### src/rtl/lanczos_coe_arbiter.sv
// Round-robin arbiter sharing one lanczos coefficient ROM between the horizontal (0)
// and vertical (1) scaler passes. Optional grant counters: LANCZOS_ARB_STAT_EN.
module lanczos_coe_arbiter #(
  parameter int STEP      = 4096,
  parameter int COE_WIDTH = 10,
  parameter int TBL_LAT   = 1,
  localparam int DXW      = $clog2(STEP / 4),
  localparam int CW       = 6 * COE_WIDTH
) (
  input  logic           clk,
  input  logic           rst,
  input  logic           req0_valid,
  input  logic [DXW-1:0] req0_dx,
  output logic           req0_ready,
  input  logic           req1_valid,
  input  logic [DXW-1:0] req1_dx,
  output logic           req1_ready,
  output logic [DXW-1:0] tbl_dx,
  input  logic [CW-1:0]  tbl_coe,
  output logic           rsp0_valid,
  output logic           rsp1_valid,
  output logic [CW-1:0]  rsp_coe,
  output logic [31:0]    gnt_cnt0,
  output logic [31:0]    gnt_cnt1
);

  // Handshake: a request transfers in any cycle where valid && ready; ready is
  // combinational, at most one is high, and requesters hold dx while waiting.
  logic           r_last;
  logic [DXW-1:0] r_tbl_dx;
  logic [TBL_LAT:0] r_tag_v;
  logic [TBL_LAT:0] r_tag_sel;
  logic           r_rsp0_valid;
  logic           r_rsp1_valid;
  logic [CW-1:0]  r_rsp_coe;
  logic           w_gnt0;
  logic           w_gnt1;
  logic           w_gnt_any;

  always_comb begin
    w_gnt0    = 1'b0;
    w_gnt1    = 1'b0;
    if (!rst) begin
      w_gnt0 = req0_valid & (~req1_valid | r_last);
      w_gnt1 = req1_valid & (~req0_valid | ~r_last);
    end
    w_gnt_any = w_gnt0 | w_gnt1;
  end

  assign req0_ready = w_gnt0;
  assign req1_ready = w_gnt1;

  always_ff @(posedge clk or posedge rst) begin
    if (rst) begin
      r_last   <= 1'b1;
      r_tbl_dx <= '0;
    end else if (w_gnt_any) begin
      r_last   <= w_gnt1;
      r_tbl_dx <= w_gnt1 ? req1_dx : req0_dx;
    end
  end

  // Stage 0 lines up with tbl_dx; stage TBL_LAT lines up with valid ROM data.
  always_ff @(posedge clk or posedge rst) begin
    if (rst) begin
      r_tag_v   <= '0;
      r_tag_sel <= '0;
    end else begin
      r_tag_v   <= {r_tag_v[TBL_LAT-1:0], w_gnt_any};
      r_tag_sel <= {r_tag_sel[TBL_LAT-1:0], w_gnt1};
    end
  end

  always_ff @(posedge clk or posedge rst) begin
    if (rst) begin
      r_rsp0_valid <= 1'b0;
      r_rsp1_valid <= 1'b0;
      r_rsp_coe    <= '0;
    end else begin
      r_rsp0_valid <= r_tag_v[TBL_LAT] & ~r_tag_sel[TBL_LAT];
      r_rsp1_valid <= r_tag_v[TBL_LAT] & r_tag_sel[TBL_LAT];
      if (r_tag_v[TBL_LAT]) r_rsp_coe <= tbl_coe;
    end
  end

  assign tbl_dx     = r_tbl_dx;
  assign rsp0_valid = r_rsp0_valid;
  assign rsp1_valid = r_rsp1_valid;
  assign rsp_coe    = r_rsp_coe;

`ifdef LANCZOS_ARB_STAT_EN
  logic [31:0] r_gnt_cnt0;
  logic [31:0] r_gnt_cnt1;

  always_ff @(posedge clk or posedge rst) begin
    if (rst) begin
      r_gnt_cnt0 <= '0;
      r_gnt_cnt1 <= '0;
    end else begin
      if (w_gnt0) r_gnt_cnt0 <= r_gnt_cnt0 + 32'd1;
      if (w_gnt1) r_gnt_cnt1 <= r_gnt_cnt1 + 32'd1;
    end
  end

  assign gnt_cnt0 = r_gnt_cnt0;
  assign gnt_cnt1 = r_gnt_cnt1;
`else
  assign gnt_cnt0 = 32'd0;
  assign gnt_cnt1 = 32'd0;
`endif

endmodule

### config.mk
export PLATFORM = sky130hd
export DESIGN_NAME = lanczos_coe_arbiter
export DESIGN_NICKNAME = d
export VERILOG_FILES = /design/src/rtl/lanczos_coe_arbiter.sv
export SDC_FILE = /design/constraint.sdc
export NUM_CORES = 1
export LEC_CHECK = 0
export CAP_MARGIN = 10
export CORE_MARGIN = 8
export CORE_UTILIZATION = 39
export CTS_CLUSTER_DIAMETER = 80
export DETAILED_ROUTE_END_ITERATION = 8
export PLACE_DENSITY = 0.86
export SKIP_CTS_REPAIR_TIMING = 1
export SLEW_MARGIN = 20
export SYNTH_ARGS = -nofsm -noshare
export SYNTH_HDL_FRONTEND = slang
export SYNTH_SLANG_ARGS = --single-unit
### constraint.sdc
create_clock -name clk -period 3.95 [get_ports clk]
set_input_delay 0.79 -clock clk [delete_from_list [all_inputs] [get_ports clk]]
set_output_delay 0.79 -clock clk [all_outputs]
set_load 0.02 [all_outputs]
==> impl_metrics.json <==
{
  "fin_cells": 537,
  "wl_mm": 9.535,
  "die_h_um": 109.8,
  "htreeDepth": 3,
  "syn2layout_area_growth_pct": 47.46,
  "skew_ps": 11.98,
  "synthTopCellsByArea": "dfrtp_1 55%, mux2_2 20%, buf_4 14%",
  "final_nets": 509,
  "maxCapViolations": 0,
  "routabilityCongestion": 0.7674,
  "final_antenna_net_count": 0,
  "grt_pass1_vias": 2727,
  "grt_use_total": 0.1517,
  "vias": 2472,
  "yosysWarnings": 0,
  "ys_ff_latch": 77,
  "synth-main-ff-cell": "dfrtp_1",
  "cp.arrival_ps": 2500,
  "period_needed_ps": 3295,
  "timing_hold_violations_final": 0,
  "dp_hpwl_mm": 7.665,
  "syn_area_sq_um": 3430,
  "hp-class": "flip-flop to flip-flop",
  "antenna_cells": 0,
  "ir_drop_mv": 0.1934,
  "place_inst": 522,
  "layout-drive-gt1-share": 0.1888,
  "layout_common_cells": "157 x clkdlybuf4s50_1, 75 x dfrtp_1, 64 x conb_1, 60 x mux2_2, 11 x nor2_1",
  "path_class": "input port to primary output",
  "synth-xor-area-share": 0,
  "r2r_cells": 2,
  "fin_crit_sh": 0.8341,
  "leakage_uw": 0.002161,
  "synthMuxAreaShare": 0.1970,
  "timing.slew.headroom": 0.2902,
  "drtIter0Drc": 122,
  "tightest_slew_ps": 1065,
  "antenna_found_initial": 0,
  "finalSetupViolations": 0,
  "crit_fanout": 12,
  "core_sq_um": 8636,
  "rsz0062_at_grt": "no",
  "drt_first_pass_iters": 4,
  "power_density_nw_per_um2": 440.4,
  "start_util": 0.3971,
  "cp-startpoint": "rst",
  "clock.fmax_mhz": 303.5,
  "synth_edf_count": 0,
  "io_pins": 222,
  "place_ws_ps": 704.6,
  "cts-root-buf": "clkbuf_8",
  "synth_fa_ha_area_frac": 0,
  "yosys.area_share.simple": 0.03977,
  "synth_top_family_by_area": "multiplexers",
  "die-area_sq_um": 12050,
  "setup_slack_ps": 655.3,
  "clk_pin_slew_ps": 80,
  "yosys.area.top_type": "dfrtp_1",
  "synthCells": 268,
  "drv_slew": 0,
  "yosys.area.top_type_share": 0.5545,
  "cts_sinks": 77,
  "synthArstFlopShare": 1.000,
  "cts_made_buffers": 9,
  "die_w_um": 109.8,
  "clk_latency_ps": 330,
  "via_per_inst": 4.603,
  "grt_pass1_wl_mm": 14.18,
  "crit_end": "req1_ready",
  "setup_tns_ps": 0,
  "fp-row-count": 34,
  "cp-end-kind": "primary output",
  "r2r_start": "r_tag_v[1]",
  "avgRoutedWirePerCell_um": 17.76,
  "cts_max_path_buffers": 2,
  "ys_seq_area_frac": 0.5622,
  "status": "completed",
  "required_ps": 3160,
  "synth_area_per_cell_sq_um": 12.80,
  "synth_compound_area_frac": 0.03867,
  "grt_overflow": 0,
  "grt_max_degree": 64,
  "drc": 0,
  "cts_tree": "done",
  "rrSetupSlack_ps": 2000,
  "synth.distinct_cells": 18,
  "io_buffers": 157,
  "cp-start-kind": "input port",
  "timing.rr.end": "rsp_coe[18]",
  "layout_commonest_cell": "clkdlybuf4s50_1"
}
cell families after synthesis:
family          count (synthesis)
compound gates                 23
buf+inv                        78
flops                          77
mux                            60
other cells                     1
simple gates                   29
Yosys cell counts (4+ instances only):
cell	count
dfrtp_1	76
buf_4	66
mux2_2	60
nor2_1	11
a31oi_1	10
buf_2	10
nand3_1	10
o21ai_0	7
o21ai_1	4
area by class of cell:
class                           instances  area (sq um)
Clock buffer                            9         123.9
Clock inverter                          6         87.58
Fill cell                             693          3578
Inverter                                2         10.01
Multi-Input combinational cell        176          1185
Sequential cell                        77          1929
Tap cell                              108         135.1
Timing Repair Buffer                  159          1587
where the power goes:
part	internal [uW]	total [uW]	leakage (uW)	switching (uW)
combinational	322	634	0.00115	312
sequential	891	958	0.000901	66.9
clock	354	636	0.000109	282
flip-flops by register name, summed over array words and instances, names as in the netlist:
name and count:
rsp_coe 60, tbl_dx 10, r_tag_sel 2, r_tag_v 2, r_last 1, rsp0_valid 1, rsp1_valid 1
routing by layer:
metal / global-route usage / part of all wire / vias to the layer above
li1: - / - / 1096
met4: 0.04147 / 0.0089 / 0
met2: 0.2562 / 0.48 / 170
met5: 0 / 0 / -
met3: 0.05744 / 0.11 / 9
met1: 0.1764 / 0.40 / 1197
through the flow:
stage	instance area (sq um)	hold slack, ps	power [uW]	utilization
after floorplan	3666	331.2	1325	-
after global placement	4845	334.0	1594	0.5610
after detailed placement	4845	338.0	1614	0.5610
after CTS	5056	357.3	2262	0.5855
after global routing	5057	364.5	2340	0.5856
final	5057	354.5	2227	0.5856
critical path, cell delays in order:
cell	delay, ps
clkdlybuf4s50_1	510
nand2b_1	360
nor2_1	210
clkdlybuf4s50_1	630
worst min path at each step:
stage / start / end / slack, ps / depth (start not counted)
detailed placement: r_tag_v[0] / r_tag_v[1] / 340 / 0
CTS: r_tag_v[0] / r_tag_v[1] / 360 / 0
global placement: r_tag_v[0] / r_tag_v[1] / 330 / 0
global route: r_tag_v[0] / r_tag_v[1] / 360 / 0
finish: r_tag_v[0] / r_tag_v[1] / 350 / 0
floorplan: r_tag_sel[0] / r_tag_sel[1] / 330 / 0
Power figures use the tool's default switching activity.
